## src/rtl/gpmc_pkg.sv

```systemverilog
// gpmc_pkg: shared GPMC state encoding and default timing constants (master and slave side)
package gpmc_pkg;

   typedef enum logic [2:0] {
      S_IDLE,
      S_ADDR,
      S_TURN,
      S_DATA,
      S_HOLD
   } gpmc_state_t;

   localparam int CNT_W             = 4;
   localparam int DEF_DATA_WIDTH    = 16;
   localparam int DEF_ADV_CYCLES    = 2;
   localparam int DEF_ACCESS_CYCLES = 4;
   localparam int DEF_HOLD_CYCLES   = 2;

   // phase counter counts down to zero, so an N-cycle phase loads N-1
   function automatic logic [CNT_W-1:0] phase_load(input int cycles);
      return CNT_W'(cycles - 1);
   endfunction

endpackage

```

## src/rtl/gpmc_phase_cnt.sv

```systemverilog
// gpmc_phase_cnt: 4-bit load/decrement phase timer, done when the count reaches zero
module gpmc_phase_cnt
   import gpmc_pkg::*;
(
   input  logic             clk,
   input  logic             rst_n,
   input  logic             load,
   input  logic [CNT_W-1:0] load_val,
   output logic             done
);

   logic [CNT_W-1:0] cnt;

   // reload on phase entry, otherwise count down and park at zero
   always_ff @(posedge clk or negedge rst_n) begin
      if (!rst_n)
         cnt <= '0;
      else if (load)
         cnt <= load_val;
      else if (cnt != '0)
         cnt <= cnt - CNT_W'(1);
   end

   assign done = (cnt == '0);

endmodule

```

## src/rtl/gpmc_master.sv

```systemverilog
// gpmc_master: GPMC multiplexed AD bus master; GPMC_MASTER_CLK_EN enables a clk/2 gpmc_clk during transactions
module gpmc_master
   import gpmc_pkg::*;
#(
   parameter int ADDR_WIDTH    = 5,
   parameter int DATA_WIDTH    = DEF_DATA_WIDTH,
   parameter int ADV_CYCLES    = DEF_ADV_CYCLES,
   parameter int ACCESS_CYCLES = DEF_ACCESS_CYCLES,
   parameter int HOLD_CYCLES   = DEF_HOLD_CYCLES
)(
   input  logic                  clk,
   input  logic                  rst_n,
   input  logic                  req_valid,
   output logic                  req_ready,
   input  logic                  req_write,
   input  logic [ADDR_WIDTH-1:0] req_addr,
   input  logic [DATA_WIDTH-1:0] req_wdata,
   output logic                  rsp_valid,
   output logic [DATA_WIDTH-1:0] rsp_rdata,
   output logic [DATA_WIDTH-1:0] gpmc_ad_out,
   output logic                  gpmc_ad_oe,
   input  logic [DATA_WIDTH-1:0] gpmc_ad_in,
   output logic                  gpmc_advn,
   output logic                  gpmc_csn1,
   output logic                  gpmc_wein,
   output logic                  gpmc_oen,
   output logic                  gpmc_clk
);

   gpmc_state_t           state, state_next;
   logic                  wr_q;
   logic [ADDR_WIDTH-1:0] addr_q;
   logic [DATA_WIDTH-1:0] wdata_q;
   logic                  accept, load, done, rd_done;
   logic [CNT_W-1:0]      load_val;

   assign accept  = req_valid && req_ready;
   assign rd_done = (state == S_DATA) && done && !wr_q;

   // state register; reset drops straight to IDLE, aborting any transaction
   always_ff @(posedge clk or negedge rst_n) begin
      if (!rst_n)
         state <= S_IDLE;
      else
         state <= state_next;
   end

   // phase sequencing; reads insert a one-cycle bus turnaround before DATA
   always_comb begin
      state_next = state;
      case (state)
         S_IDLE:  state_next = accept ? S_ADDR : S_IDLE;
         S_ADDR:  state_next = done ? (wr_q ? S_DATA : S_TURN) : S_ADDR;
         S_TURN:  state_next = S_DATA;
         S_DATA:  state_next = done ? S_HOLD : S_DATA;
         S_HOLD:  state_next = done ? S_IDLE : S_HOLD;
         default: state_next = S_IDLE;
      endcase
   end

   // reload the phase timer whenever a new state is entered
   always_comb begin
      load     = (state_next != state);
      load_val = (state_next == S_ADDR) ? phase_load(ADV_CYCLES)    :
                 (state_next == S_DATA) ? phase_load(ACCESS_CYCLES) :
                 (state_next == S_HOLD) ? phase_load(HOLD_CYCLES)   : '0;
   end

   gpmc_phase_cnt u_cnt (
      .clk      (clk),
      .rst_n    (rst_n),
      .load     (load),
      .load_val (load_val),
      .done     (done)
   );

   // capture the request on acceptance so later input changes are ignored
   always_ff @(posedge clk or negedge rst_n) begin
      if (!rst_n) begin
         wr_q    <= 1'b0;
         addr_q  <= '0;
         wdata_q <= '0;
      end else if (accept) begin
         wr_q    <= req_write;
         addr_q  <= req_addr;
         wdata_q <= req_wdata;
      end
   end

   // read data is taken on the edge closing the last strobe cycle and pulsed out once
   always_ff @(posedge clk or negedge rst_n) begin
      if (!rst_n) begin
         rsp_valid <= 1'b0;
         rsp_rdata <= '0;
      end else begin
         rsp_valid <= rd_done;
         if (rd_done)
            rsp_rdata <= gpmc_ad_in;
      end
   end

   // bus pin levels are a pure function of the current phase and the latched request
   always_comb begin
      req_ready   = rst_n && (state == S_IDLE);
      gpmc_csn1   = 1'b1;
      gpmc_advn   = 1'b1;
      gpmc_wein   = 1'b1;
      gpmc_oen    = 1'b1;
      gpmc_ad_oe  = 1'b0;
      gpmc_ad_out = '0;
      case (state)
         S_ADDR: begin
            gpmc_csn1   = 1'b0;
            gpmc_advn   = 1'b0;
            gpmc_ad_oe  = 1'b1;
            gpmc_ad_out = DATA_WIDTH'(addr_q);
         end
         S_TURN: gpmc_csn1 = 1'b0;
         S_DATA: begin
            gpmc_csn1   = 1'b0;
            gpmc_wein   = !wr_q;
            gpmc_oen    = wr_q;
            gpmc_ad_oe  = wr_q;
            gpmc_ad_out = wr_q ? wdata_q : '0;
         end
         S_HOLD: begin
            gpmc_csn1   = 1'b0;
            gpmc_ad_oe  = wr_q;
            gpmc_ad_out = wr_q ? wdata_q : '0;
         end
         default: ;
      endcase
   end

`ifdef GPMC_MASTER_CLK_EN
   logic gclk_q;

   // clk/2 bus clock: low on ADDR entry, toggling each cycle, forced low in IDLE
   always_ff @(posedge clk or negedge rst_n) begin
      if (!rst_n)
         gclk_q <= 1'b0;
      else
         gclk_q <= (state == S_IDLE || state_next == S_IDLE) ? 1'b0 : !gclk_q;
   end

   assign gpmc_clk = gclk_q;
`else
   assign gpmc_clk = 1'b0;
`endif

endmodule

```

## config.mk

```make
export PLATFORM = sky130hd
export DESIGN_NAME = gpmc_master
export DESIGN_NICKNAME = d
export VERILOG_FILES = /design/src/rtl/gpmc_pkg.sv /design/src/rtl/gpmc_phase_cnt.sv /design/src/rtl/gpmc_master.sv
export SDC_FILE = /design/constraint.sdc
export NUM_CORES = 1
export LEC_CHECK = 0
export CORE_MARGIN = 5
export CORE_UTILIZATION = 34
export CTS_CLUSTER_SIZE = 8
export DETAILED_ROUTE_END_ITERATION = 8
export GPL_TIMING_DRIVEN = 0
export PLACE_DENSITY = 0.69
export SYNTH_ARGS = -nofsm -noshare
export SYNTH_HDL_FRONTEND = slang
export SYNTH_HIERARCHICAL = 1
export SYNTH_SLANG_ARGS = --single-unit
```

## constraint.sdc

```tcl
create_clock -name clk -period 3 [get_ports clk]
set_input_delay 0.45 -clock clk [delete_from_list [all_inputs] [get_ports clk]]
set_output_delay 0.45 -clock clk [all_outputs]
set_load 0.05 [all_outputs]
```

==> impl_metrics.ini <==
[run_status]
status = complete, no violations

[setup_path]
cp_data_arrival_time_ps = 2350
cpMaxStageDelayCell = clkdlybuf4s15_1
critPathBufInv = 3
worst_setup_path_end_kind = output pin
path_delay_family = buffers and inverters
cp-start-kind = flip-flop
reg2reg_setup_slack_ps = 650
worst-setup-path-type = reg -> out
crit_chain = buf_2 > nand4b_1 > nand2_1 > clkbuf_1 > and2_1 > clkdlybuf4s15_1
worstPathRequired_ps = 2550
critPathMaxStageDelay_ps = 490
critPathMaxFanout = 10

[placed_design]
placed_area_mm2 = 0.00306
io_buffers = 79
gp_congestion = 0.754
hpwlAfterDp_um = 3520
place_ws_ps = 93.6
placedCellCount = 319

[route]
drcViolationCount = 0
wl_met2_um = 2250
dr.max_layer_used = met4
wl_met1_um = 2000
viasPerCell = 4.63
first_iter_violations = 29
wl_met3_um = 321
via_count = 1514
firstDrtPassIters = 4
wire_per_inst_um = 14.2
ant_nets = 0
wl_um = 4640

[hold_path]
hold_path.class = in -> async

[die]
die_h_um = 89.4
coreArea_mm2 = 0.00624
die_w_um = 89.4
rows = 29
die-area_mm2 = 0.00800
start_util = 0.344
pin_count = 81

[logic_synthesis]
synth-edff-count = 0
avgSynthCellArea_um2 = 13.4
synthArstFlopShare = 1.00
syn_area_mm2 = 0.00215
synth.distinct_cells = 41
synth_cells = 160
synth_warnings = 6
yosys_register_bits = 46
synth_flop_cell = dfrtp_1
synth_seq_area_share = 0.536

[sta]
fmax_mhz = 357
hold_viol = 0
finalSetupViolations = 0
slew_violations = 0
max_slew.worst_pin.slew_ps = 523
max-slew-margin-rel = 0.650
grt_setup_unrepaired = no
final.period_utilization = 0.934
fin_ws_ps = 199
fin_skew_ps = 6.17
finalCriticalPeriod_ps = 2800

[cells_and_area]
multi_input_area_um2 = 910
final_core_util = 0.502
layout-drive-gt1-share = 0.204
antennaDiodeCount = 0
instances_no_fill = 327
syn_to_final_growth_pct = 45.9
final_cell_area_mm2 = 0.00313
final_nets = 291
seqCellArea_mm2 = 0.00115
fillers = 575

[global_route]
grt_antenna_before_repair = 0
track_usage = 0.121
grt_pass1_vias = 1489
grt.overflow.total = 0
grt_max_degree = 29
grt_pass1_wl_um = 7320

[pwr]
power_density_mw_per_mm2 = 1140
irDropWorstVdd_mv = 0.683
p_leak_nw = 1.41
fin_total_pwr_w = 0.00358

[clocking]
clock_latency_ps = 300
cts_buffers = 5
clockBufferDepth = 2
cts_tree = built
cts.sinks = 46
clkTransAtPathRegs_ps = 80
htree_levels = 2
cts_root_buf = clkbuf_8

[job]
maxCapViolCount = 0
[cells in the mapped netlist, drive strengths merged, types with 3 or more instances]
library cell   n  area share
inv            5      0.0087
buf            7       0.030
a22o           5       0.020
nor2           5      0.0087
o21ai          3      0.0070
nand2          7       0.013
clkbuf         3      0.0052
dfrtp         46        0.54
mux2          39        0.22
mux2i          3       0.014
and2          11       0.032
[registers in the layout, indices dropped and copies added (netlist names)]
signal / cells
rsp_rdata: 16
wdata_q: 16
addr_q: 5
u_cnt/cnt: 4
state: 3
rsp_valid: 1
wr_q: 1
[worst reg2reg max path, cell delays in order, from the launching register on]
cell     delay [ps]
dfrtp_1         390
inv_1            90
ha_1            210
nor3b_4         370
inv_2            80
or4_4           490
buf_6           160
buf_12          150
mux2_4          300
[area by class of cell]
type / count / area share
tap: 77 / 0.0308
multi-input combinational: 101 / 0.291
clock buffer: 6 / 0.0264
buffer: 10 / 0.0244
inverter: 5 / 0.00600
clock inverter: 2 / 0.00400
timing repair buffer: 80 / 0.250
sequential: 46 / 0.368
[report_power, final]
part,switching (W),total [W],internal [W]
sequential,0.000163,0.00109,0.000924
combinational,0.00128,0.00211,0.000831
clock,0.000204,0.000389,0.000185
[path summary, 6_finish.rpt]
path,cells past startpoint,to,startpoint
max,6,gpmc_ad_out[12],state[1]
min,1,wdata_q[15],rst_n
max reg2reg,8,rsp_rdata[5],u_cnt/cnt[0]
min reg2reg,1,wdata_q[14],wdata_q[14]
max in group asynchronous,2,u_cnt/cnt[3],rst_n
min in group clk,1,wdata_q[14],wdata_q[14]
[per-stage QoR]
stage                     hold WS (ps)  TNS [ps]
final                              100         0
after detailed placement           438         0
after CTS                          102         0
after global placement             465    -25730
after global routing               124         0
after floorplan                    154         0
[per-layer routing]
metal | track usage | vias to the layer above
met5 | 0 | -
met4 | 0.0447 | 0
met3 | 0.0304 | 8
met2 | 0.194 | 47
met1 | 0.159 | 730
li1 | - | 729
[cells by family after synthesis]
| group | after synthesis | synth area share |
|---|---|---|
| AOI/OAI and AO/OA | 14 | 0.0472 |
| xor gates and xnor gates | 3 | 0.0122 |
| adders and majority gates | 1 | 0.00583 |
| buffers and inverters | 15 | 0.0443 |
| DFF | 46 | 0.536 |
| muxes | 42 | 0.234 |
| other | 1 | 0.00175 |
| and+or+nand+nor | 38 | 0.118 |
[repair_timing]
action | CTS | global route
hold buffers | 0 | 0
gates resized for setup | 16 | 14
setup endpoints to repair | 16 | 11
buffers inserted | 0 | 0
[placed cells by master, fill, tap and decap left out, drive strengths merged, types with 2 or more instances in the layout]
master | synthesis | final
buf | 7 | 9
nor3b | 2 | 2
dlygate4sd2 | 0 | 6
or2b | 2 | 2
mux2 | 39 | 39
clkdlybuf4s15 | 0 | 7
clkbuf | 3 | 12
inv | 5 | 5
dfrtp | 46 | 46
nand2 | 7 | 7
a22o | 5 | 5
mux2i | 3 | 3
clkdlybuf4s50 | 0 | 62
xor2 | 2 | 2
and2 | 11 | 11
nor2 | 5 | 5
o21ai | 3 | 3
nor2b | 2 | 2
nor3 | 2 | 2
conb | 1 | 3
Power figures use the tool's default switching activity.
==> RTL edit: new RTL, same flow settings <==
Encoding of `gpmc_state_t`: now Gray code (3 bits for 5 states).
--- a/src/rtl/gpmc_pkg.sv
+++ b/src/rtl/gpmc_pkg.sv
@@ -3,9 +3,9 @@
 
    typedef enum logic [2:0] {
-      S_IDLE,
-      S_ADDR,
-      S_TURN,
-      S_DATA,
-      S_HOLD
+      S_IDLE = 3'b000,
+      S_ADDR = 3'b001,
+      S_TURN = 3'b011,
+      S_DATA = 3'b010,
+      S_HOLD = 3'b110
    } gpmc_state_t;
 
Function: no difference found for any inputs over 10 cycles, from zero or initial values and one cycle with rst_n low; not proved beyond that.
==> RTL edit against the unedited design <==
- cell area up 2.3%
- worst setup slack about the same
- synthesized area up 1.9%
- total power up 8.1%
- register-to-register slack worse by 100 ps
- critical path depth unchanged
- sequential cell count unchanged
- routed wire length down 2.1%
- critical endpoint unchanged
- largest power group unchanged
==> RTL edit: results (changes against the unedited design) <==
post-synthesis share of cell area spent on xor and xnor gates=1.201% (-0.023 points); grt met1 use=14.58% (-1.4 points); ANT cells=0 (unchanged); biggest regs=rsp_rdata (16), wdata_q (16), addr_q (5); GRT Overall Usage=11.36% (-0.78 points); WL met2=2.098 mm (-6.8%); initial antenna violation count=0 (unchanged); status=completed; P_leak=1.462 nW (+3.7%); critical path's slowest cell=dlygate4sd2_1; number of fillers in the final layout=593 (+3.1%); Worst slew margin=65.70% (+0.65 points); drt total wl=4.541 mm (-2.1%); Synth Area in Compound Gates=4.920% (+0.20 points); final net count=288 (-1.0%); net load switching power=1.705 mW (+3.8%); layout cell share with drive strength beyond 1=25.91% (+5.5 points); Clock Path Buffers=2 (unchanged); R2R cell count=9 (+1); Synth Area in Adders=0.5721% (-0.011 points); peak supply drop=0.5178 mV (-24%); clock slew at reported path FFs=90 ps; CTS Buf Count=5 (unchanged); wire length on met3=372 microns (+16%); highest routed layer=met4; vias in the first global route=1515 (+1.7%); hpwl dp=3.394 mm (-3.5%); synth top area cells=dfrtp_1 (53%), mux2_4 (13%), mux2_2 (10%), and2_1 (3.1%), a22o_1 (2.4%); most common cell in the synthesized netlist=dfrtp_1; router iterations before antenna repair=4 (unchanged); post-synthesis sequential area ratio=52.63% (-1.0 points); skew final=10.13 ps (+3.969 ps); Inst Count DP=316 (-0.94%); clk_lat worst skew=300 ps (about the same); routability cong.=0.6960 (-7.6%); vias per cell=4.478 (-3.3%); drt drc=0 (unchanged); Synth Warn #=6 (unchanged); first-pass GRT wire length=7.562 mm (+3.3%); synth unique cells=31 (-24%); routed len/inst=14.02 microns (-1.2%); WP data arrival=2350 ps (about the same); Worst Path Max Fanout=10 (unchanged); post-synthesis mux area share=24.26% (+0.82 points); 1st-iter DRT viols=36 (+24%); Mapped Cells=157 (-1.9%); CP delay by family, top=buffers and inverters; max incr delay on CP=530 ps (+40 ps); # port buffers=79 (unchanged); Post-synth top cells=dfrtp_1 (46), mux2_2 (20), mux2_4 (19); Routed Antenna Nets=0 (unchanged); Root Buffer=clkbuf_8; dpl cell area=0.003097 sq mm (+1.4%); DRT met1 WL=2.003 mm (+0.40%); GRT met3 Usage=4.674% (+1.6 points); Synth async-reset ratio=100.0% (unchanged); dpl ws=214.6 ps (+121.0 ps); largest net degree at the start of global routing=32 (+10%); met2 Use GR=17.56% (-1.8 points)
## RTL edit: power groups by stage
stage / Clock (mW) / Combinational, mW / Sequential (mW)
after CTS: 0.486 / 2.32 / 1.11
after global routing: 0.520 / 2.44 / 1.15
after detailed placement: 0 / 2.34 / 1.12
after global placement: 0 / 2.31 / 1.11
after floorplan: 0 / 1.29 / 1.48
final: 0.469 / 2.30 / 1.11
## RTL edit: worst register-to-register path: cells and delay by family (launching register included)
family | cells | cell delay, ps
AND/OR/NAND/NOR | 2 | 360
AO/OA/AOI/OAI | 3 | 590
adder cells (fa/ha/maj) | 1 | 220
buffers and inverters | 3 | 740
flip-flops | 1 | 410
## RTL edit: layout make-up
class | count | area (sq um) | share of cell area, %
plain buffers | 11 | 80.08 | 2.500
clock buffers | 5 | 68.82 | 2.148
clock inverters | 3 | 43.79 | 1.367
inverters | 6 | 22.52 | 0.7031
multi-input cells | 96 | 947.2 | 29.57
flip-flops and latches | 46 | 1151 | 35.94
well taps | 77 | 96.34 | 3.008
repair buffers | 80 | 793.3 | 24.77
## RTL edit: final timing paths
kind | endpoint | start | slack [ps]
max in group asynchronous | rsp_rdata[11]$_DFFE_PN0P_ | rst_n | 2430
hold reg to reg | wdata_q[14]$_DFFE_PN0N_ | wdata_q[14]$_DFFE_PN0N_ | 510
setup reg to reg | u_cnt/cnt[3]$_DFFE_PN0P_ | u_cnt/cnt[0]$_DFFE_PN0P_ | 550
min in group clk | wdata_q[14]$_DFFE_PN0N_ | wdata_q[14]$_DFFE_PN0N_ | 510
hold / removal | wdata_q[1]$_DFFE_PN0N_ | rst_n | 70
setup / recovery | gpmc_ad_out[12] | state[0]$_DFF_PN0_ | 200
## RTL edit: timing repair
item,in CTS,in global routing
buffers inserted,0,0
resized for setup,10,1
endpoints found under the setup margin,10,6
